<file path="src/rtl/window_gen_pkg.sv">
// Shared widths, FSM encoding and tap-conversion helper for the 3x3 window
// generator and its line buffers.
package window_gen_pkg;

    localparam int PIX_W   = 8;
    localparam int TAP_W   = 20;
    localparam int COORD_W = 16;

    typedef logic [PIX_W-1:0]          pix_t;
    typedef logic signed [TAP_W-1:0]   tap_t;
    typedef logic [COORD_W-1:0]        coord_t;

    typedef enum logic [1:0] {
        ST_IDLE   = 2'd0,
        ST_FILL   = 2'd1,
        ST_STREAM = 2'd2,
        ST_DONE   = 2'd3
    } state_e;

    // Taps feed a signed Sobel stage, so pixels are zero-extended to stay positive.
    function automatic tap_t pix_to_tap(input pix_t p);
        return tap_t'({{(TAP_W-PIX_W){1'b0}}, p});
    endfunction

endpackage

</file>
<file path="src/rtl/window_gen_if.sv">
// Pixel stream in, 3x3 window taps plus centre coordinates out.
interface window_gen_if;
    import window_gen_pkg::*;

    logic   in_valid;
    pix_t   pixel;

    logic   out_valid;
    tap_t   R0, R1, R2, R3, R4, R5, R6, R7, R8;
    coord_t out_row;
    coord_t out_col;
    logic   frame_done;

    modport slave (
        input  in_valid, pixel,
        output out_valid, R0, R1, R2, R3, R4, R5, R6, R7, R8,
               out_row, out_col, frame_done
    );

    modport master (
        output in_valid, pixel,
        input  out_valid, R0, R1, R2, R3, R4, R5, R6, R7, R8,
               out_row, out_col, frame_done
    );

endinterface

</file>
<file path="src/rtl/window_gen_line_buf.sv">
// One image row of pixel storage: single address per cycle, the read returns
// the value stored before this cycle's write lands (read-before-write).
module line_buf
    import window_gen_pkg::*;
#(
    parameter int DEPTH = 128,
    parameter int WIDTH = PIX_W,
    localparam int AW   = (DEPTH > 1) ? $clog2(DEPTH) : 1
) (
    input  logic             clk,
    input  logic             we_i,
    input  logic [AW-1:0]    addr_i,
    input  logic [WIDTH-1:0] wdata_i,
    output logic [WIDTH-1:0] rdata_o
);

    logic [WIDTH-1:0] mem_q [DEPTH];

    // NOTE: storage arrays get no reset; every location is rewritten before
    // any output can depend on it, and a reset would block RAM inference.
    always_ff @(posedge clk) begin
        if (we_i) begin
            mem_q[addr_i] <= wdata_i;
        end
    end

    assign rdata_o = mem_q[addr_i];

endmodule

</file>
<file path="src/rtl/window_gen.sv">
// Raster-order pixel stream to 3x3 sliding window, using two row buffers and
// a shifting 3x3 register array; border pixels produce no window.
module window_gen
    import window_gen_pkg::*;
#(
    parameter int IMG_W = 128,
    parameter int IMG_H = 128
) (
    input  logic        clk,
    input  logic        reset,
    window_gen_if.slave bus
);

    localparam int     AW       = $clog2(IMG_W);
    localparam coord_t LAST_COL = coord_t'(IMG_W - 1);
    localparam coord_t LAST_ROW = coord_t'(IMG_H - 1);

    logic   accept;
    coord_t row_q, row_d;
    coord_t col_q, col_d;
    logic   end_of_row, end_of_frame, emit;
    pix_t   line1_rd, line2_rd;
    pix_t   col_new [3];
    pix_t   win_q   [3][3];
    tap_t   tap_d   [9];
    tap_t   tap_q   [9];
    logic   out_valid_q;
    coord_t out_row_q, out_col_q;
    state_e state_q;
    logic   frame_done_q;

    assign accept       = bus.in_valid;
    assign end_of_row   = (col_q == LAST_COL);
    assign end_of_frame = end_of_row && (row_q == LAST_ROW);
    assign emit         = accept && (row_q >= coord_t'(2)) && (col_q >= coord_t'(2));

    // NOTE: every always_comb output gets a default first so no path leaves it
    // unassigned, which would otherwise infer a latch.
    always_comb begin
        row_d = row_q;
        col_d = col_q;
        if (accept) begin
            if (end_of_row) begin
                col_d = '0;
                row_d = end_of_frame ? '0 : row_q + coord_t'(1);
            end else begin
                col_d = col_q + coord_t'(1);
            end
        end
    end

    // NOTE: sequential state uses non-blocking assignments so every register
    // samples pre-edge values regardless of statement order.
    always_ff @(posedge clk) begin
        if (reset) begin
            row_q <= '0;
            col_q <= '0;
        end else begin
            row_q <= row_d;
            col_q <= col_d;
        end
    end

    // line1 holds the previous row, line2 the one before it.
    line_buf #(.DEPTH(IMG_W), .WIDTH(PIX_W)) u_line1 (
        .clk     (clk),
        .we_i    (accept),
        .addr_i  (col_q[AW-1:0]),
        .wdata_i (bus.pixel),
        .rdata_o (line1_rd)
    );

    line_buf #(.DEPTH(IMG_W), .WIDTH(PIX_W)) u_line2 (
        .clk     (clk),
        .we_i    (accept),
        .addr_i  (col_q[AW-1:0]),
        .wdata_i (line1_rd),
        .rdata_o (line2_rd)
    );

    assign col_new[0] = line2_rd;
    assign col_new[1] = line1_rd;
    assign col_new[2] = bus.pixel;

    always_ff @(posedge clk) begin
        if (accept) begin
            for (int r = 0; r < 3; r++) begin
                win_q[r][0] <= win_q[r][1];
                win_q[r][1] <= win_q[r][2];
                win_q[r][2] <= col_new[r];
            end
        end
    end

    // Taps of the window as it will be after this pixel shifts in.
    always_comb begin
        for (int r = 0; r < 3; r++) begin
            tap_d[3*r + 0] = pix_to_tap(win_q[r][1]);
            tap_d[3*r + 1] = pix_to_tap(win_q[r][2]);
            tap_d[3*r + 2] = pix_to_tap(col_new[r]);
        end
    end

    always_ff @(posedge clk) begin
        if (reset) begin
            out_valid_q <= 1'b0;
            tap_q       <= '{default: '0};
            out_row_q   <= '0;
            out_col_q   <= '0;
        end else begin
            out_valid_q <= emit;
            if (emit) begin
                tap_q     <= tap_d;
                out_row_q <= row_q - coord_t'(1);
                out_col_q <= col_q - coord_t'(1);
            end
        end
    end

    always_ff @(posedge clk) begin
        if (reset) begin
            state_q      <= ST_IDLE;
            frame_done_q <= 1'b0;
        end else begin
            frame_done_q <= accept && end_of_frame && (state_q == ST_STREAM);
            case (state_q)
                ST_IDLE: begin
                    if (accept) state_q <= ST_FILL;
                end
                ST_FILL: begin
                    if (accept && end_of_row && (row_q == coord_t'(1))) state_q <= ST_STREAM;
                end
                ST_STREAM: begin
                    if (accept && end_of_frame) state_q <= ST_DONE;
                end
                ST_DONE: begin
                    state_q <= accept ? ST_FILL : ST_IDLE;
                end
                default: state_q <= ST_IDLE;
            endcase
        end
    end

    assign bus.out_valid  = out_valid_q;
    assign bus.R0         = tap_q[0];
    assign bus.R1         = tap_q[1];
    assign bus.R2         = tap_q[2];
    assign bus.R3         = tap_q[3];
    assign bus.R4         = tap_q[4];
    assign bus.R5         = tap_q[5];
    assign bus.R6         = tap_q[6];
    assign bus.R7         = tap_q[7];
    assign bus.R8         = tap_q[8];
    assign bus.out_row    = out_row_q;
    assign bus.out_col    = out_col_q;
    assign bus.frame_done = frame_done_q;

endmodule

</file>
<file path="src/flat_wrapper.sv">
// flat-port wrapper written by rule: the top's interface ports become plain ports
module window_gen_flat import window_gen_pkg::*;
#(
    parameter int IMG_W = 128,
    parameter int IMG_H = 128
)
  (clk, reset, bus_in_valid, bus_pixel, bus_out_valid, bus_R0, bus_R1, bus_R2, bus_R3, bus_R4, bus_R5, bus_R6, bus_R7, bus_R8, bus_out_row, bus_out_col, bus_frame_done);
  window_gen_if bus_i ();
  input  logic clk;
  input  logic reset;
  input wire logic [$bits(bus_i.in_valid)-1:0] bus_in_valid;
  input wire logic [$bits(bus_i.pixel)-1:0] bus_pixel;
  output wire logic [$bits(bus_i.out_valid)-1:0] bus_out_valid;
  output wire logic [$bits(bus_i.R0)-1:0] bus_R0;
  output wire logic [$bits(bus_i.R1)-1:0] bus_R1;
  output wire logic [$bits(bus_i.R2)-1:0] bus_R2;
  output wire logic [$bits(bus_i.R3)-1:0] bus_R3;
  output wire logic [$bits(bus_i.R4)-1:0] bus_R4;
  output wire logic [$bits(bus_i.R5)-1:0] bus_R5;
  output wire logic [$bits(bus_i.R6)-1:0] bus_R6;
  output wire logic [$bits(bus_i.R7)-1:0] bus_R7;
  output wire logic [$bits(bus_i.R8)-1:0] bus_R8;
  output wire logic [$bits(bus_i.out_row)-1:0] bus_out_row;
  output wire logic [$bits(bus_i.out_col)-1:0] bus_out_col;
  output wire logic [$bits(bus_i.frame_done)-1:0] bus_frame_done;
  assign bus_i.in_valid = bus_in_valid;
  assign bus_i.pixel = bus_pixel;
  assign bus_out_valid = bus_i.out_valid;
  assign bus_R0 = bus_i.R0;
  assign bus_R1 = bus_i.R1;
  assign bus_R2 = bus_i.R2;
  assign bus_R3 = bus_i.R3;
  assign bus_R4 = bus_i.R4;
  assign bus_R5 = bus_i.R5;
  assign bus_R6 = bus_i.R6;
  assign bus_R7 = bus_i.R7;
  assign bus_R8 = bus_i.R8;
  assign bus_out_row = bus_i.out_row;
  assign bus_out_col = bus_i.out_col;
  assign bus_frame_done = bus_i.frame_done;
  window_gen #(.IMG_W(IMG_W), .IMG_H(IMG_H)) u_core (.clk(clk), .reset(reset), .bus(bus_i));
endmodule
</file>
<file path="config.mk">
export PLATFORM = sky130hd
export DESIGN_NAME = window_gen_flat
export DESIGN_NICKNAME = d
export VERILOG_FILES = /design/src/rtl/window_gen_pkg.sv /design/src/rtl/window_gen_if.sv /design/src/rtl/window_gen_line_buf.sv /design/src/rtl/window_gen.sv /design/src/flat_wrapper.sv
export SDC_FILE = /design/constraint.sdc
export NUM_CORES = 2
export LEC_CHECK = 0
export BUFFER_PORTS_ARGS = -buffer_cell sky130_fd_sc_hd__buf_4
export CAP_MARGIN = 15
export CORE_MARGIN = 2
export CORE_UTILIZATION = 50
export DETAILED_ROUTE_END_ITERATION = 10
export PLACE_DENSITY = 0.66
export SLEW_MARGIN = 20
export SYNTH_ARGS = -nofsm -noshare
export SYNTH_HDL_FRONTEND = slang
export SYNTH_SLANG_ARGS = --single-unit
</file>
<file path="constraint.sdc">
create_clock -name clk -period 8 [get_ports clk]
set_clock_uncertainty 0.05 [all_clocks]
set_input_delay 1.6 -clock clk [delete_from_list [all_inputs] [get_ports clk]]
set_output_delay 1.6 -clock clk [all_outputs]
set_load 0.005 [all_outputs]
</file>
==> results.md <==
- Die height: 423 um
- Pwr Density: 253 nW/um^2
- Hold buffer count at CTS: 0
- Initial Util: 0.504
- First-pass GRT wire length: 324000 um
- Routability cong.: 0.873
- Antenna violations before repair: 7
- Commonest non-fill, non-tap cell in the layout: edfxtp_1
- Core Region: 174000 sq um
- Avg Cell Area, Syn: 19.4 sq um
- Slew HR: 0.227
- Clock-pin transition on the worst setup and hold timing paths: 60 ps
- Num CTS Buffers: 217
- # port buffers: 116
- Area Growth Syn to Fin: 12.6%
- Final setup viols: 0
- Post-CTS Setup Bufs: 0
- CTS sink cnt: 2243
- Period utilization: 0.652
- Vias: 45200
- LEAKAGE: 31.0 nW
- CP max FO: 78
- Vias in the first global route: 44200
- Hold WC Path Type: register to register
- Initial drt markers: 5974
- Chip width: 423 um
- Commonest non-fill, non-tap cells in the layout: 2096 x edfxtp_1, 437 x mux4_2, 322 x buf_4
- Async S/R FF share, synth: 0
- Post-synthesis instance total: 4510
- TritonCTS clock tree: yes
- Layout fillers: 12900
- Share of cells above drive strength 1: 0.237
- RSZ-0062 raised after global routing: false
- Drt wl/cell: 31.0 um
- Antenna Nets Post-Route: 0
- Post-synth EDFFs: 2096
- Non-filler instance count after layout: 7322
- Outcome: complete, no violations
- Final #Nets: 4832
- Critical path arrival: 5690 ps
- Vias/cell: 6.17
- WL final: 227000 um
- Predominant post-synthesis flop cell: edfxtp_1
- Crit start category: register
- Row cnt: 153
- Yosys warns: 0
- Setup TNS: 0 ps
- Yosys reg bits: 2243
- DR pass1 iterations: 6
- Die ar.: 179000 sq um
- Peak Freq: 192 MHz
- Fin. max-slew vios: 0
- Gr usage total: 0.253
- Tmin final: 5220 ps
- Slew of the pin with the lowest slew margin: 1160 ps
- Clk root buf: clkbuf_16
- Clk_lat worst skew: 880 ps
- Core Util, Final: 0.567
- CP required: 8470 ps
- GRT overflow: 0
- Cell variety after synth: 83
- Fraction of the yosys area taken by sequential cells: 0.752
- Largest net degree at the start of global routing: 125
- Detailed Place HPWL: 136000 um
- CTS H-tree lvls: 4
- CP Class: register to register
- CTS max path bufs: 3
- Inst Count DP: 6914
- Netlist Area Pre-Place: 87600 sq um
- Crit end category: register
- Top Ports: 225
- Remaining DRCs: 0
- Hold Slack: 399 ps
- Max Cap Violations: 0
- Pwr Total: 0.0249 W
- Post-cts resize count: 0
- Hold Fails Final Rpt: 0
- VDD IR max: 0.186 mV
## cell usage after synthesis (7+ instances only)
| master | count | area share |
|---|---|---|
| buf_1 | 15 | 0.00064 |
| xor2_1 | 24 | 0.0024 |
| clkbuf_1 | 78 | 0.0033 |
| mux4_2 | 437 | 0.11 |
| o31ai_1 | 7 | 0.00060 |
| a211oi_2 | 24 | 0.0034 |
| nor2_1 | 257 | 0.011 |
| o22ai_1 | 30 | 0.0021 |
| a311oi_1 | 13 | 0.0013 |
| buf_4 | 157 | 0.013 |
| ha_1 | 12 | 0.0017 |
| mux2_2 | 22 | 0.0028 |
| nand2b_1 | 18 | 0.0013 |
| dfxtp_1 | 147 | 0.034 |
| buf_2 | 75 | 0.0043 |
| o21ai_0 | 41 | 0.0023 |
| buf_6 | 32 | 0.0041 |
| a21o_1 | 8 | 0.00069 |
| nor4_1 | 9 | 0.00064 |
| nor3_1 | 37 | 0.0021 |
| and3_1 | 15 | 0.0011 |
| a22oi_1 | 67 | 0.0057 |
| a211oi_1 | 15 | 0.0013 |
| xnor2_1 | 26 | 0.0026 |
| nand4_1 | 13 | 0.00093 |
| o211ai_1 | 9 | 0.00077 |
| nand3_1 | 44 | 0.0025 |
| edfxtp_1 | 2096 | 0.72 |
| mux2i_1 | 220 | 0.025 |
| nand3b_1 | 8 | 0.00069 |
| a22o_1 | 14 | 0.0014 |
| or2_2 | 8 | 0.00057 |
| nand2_1 | 227 | 0.0097 |
| inv_1 | 15 | 0.00064 |
| nor2b_1 | 23 | 0.0016 |
| a221oi_1 | 35 | 0.0035 |
| o221ai_1 | 18 | 0.0018 |
| a31oi_1 | 12 | 0.00086 |
| a21oi_1 | 105 | 0.0060 |
## worst paths after layout
path / startpoint / depth (start not counted) / end / slack, ps
setup / recovery: register / 9 / u_core.u_line2.mem_q[64][3]$_DFFE_PP_ / 2780
hold / removal: u_core.win_q[2][1]$_DFFE_PP_ / 0 / u_core.win_q[2][9]$_DFFE_PP_ / 400
setup reg to reg: register / 9 / u_core.u_line2.mem_q[64][3]$_DFFE_PP_ / 2780
hold reg to reg: u_core.win_q[2][1]$_DFFE_PP_ / 0 / u_core.win_q[2][9]$_DFFE_PP_ / 400
## cell type report
| cell class | count | area, sq um | share of cell area |
|---|---|---|---|
| tap | 2325 | 2910 | 0.0295 |
| antenna | 2 | 5.00 | 0.0000507 |
| timing repair buffer | 334 | 2660 | 0.0269 |
| multi-input combinational | 1996 | 19900 | 0.202 |
| clock inverter | 149 | 1580 | 0.0160 |
| clock buffer | 256 | 5620 | 0.0570 |
| inverter | 17 | 63.8 | 0.000647 |
| sequential | 2243 | 65900 | 0.668 |
## sequential cells by signal, summed over array words and instances (netlist names), 16 cells and up, named ones only
signal and flops:
u_core.row_q 16, u_core.u_line1.mem_q 1024, u_core.bus.out_col 16, u_core.win_q 48, u_core.col_q 16, u_core.bus.out_row 16, u_core.u_line2.mem_q 1024
## cell families (layout without fill, tap and decap cells)
logic type	count (synthesis)	in the layout	share of synthesized area
other	1	110	0.0000428
adder cells (fa/ha/maj)	12	12	0.00171
multiplexers	682	682	0.141
flip-flops	2243	2243	0.752
AND/OR/NAND/NOR	692	692	0.0353
buffers and inverters	378	756	0.0274
XOR/XNOR	50	50	0.00500
AO/OA/AOI/OAI	452	452	0.0374
## metal layers
| layer | up-vias | part of all wire | wire (um) | global-route usage |
|---|---|---|---|---|
| met5 | - | 0.000057 | 13 | 0 |
| met4 | 2 | 0.039 | 8930 | 0.0961 |
| met3 | 428 | 0.096 | 21800 | 0.0524 |
| met2 | 2494 | 0.47 | 108000 | 0.396 |
| met1 | 23600 | 0.39 | 88600 | 0.353 |
| li1 | 18700 | - | - | - |
## metrics by stage
stage                     area (sq um)  worst slack [ps]
after global placement           91400              2900
final                            98700              2780
after detailed placement         91400              2850
after global routing             98600              2560
after CTS                        98600              2790
after floorplan                  88000              2230
## worst max-delay path, cell delays in order, from the launching register on
cell and delay, ps:
dfxtp_4 680, buf_12 460, nand2_1 450, buf_4 370, o221ai_1 260, o22ai_1 130
o21ai_0 590, nand3_1 460, nand2_4 640, buf_4 650
## power breakdown
part	switching, W	internal, W	total [W]
logic	0.00101	0.000512	0.00153
registers	0.0000366	0.0131	0.0131
clock network	0.00442	0.00588	0.0103
total	0.00547	0.0195	0.0249
No activity file was read; power rests on OpenSTA's default activity.
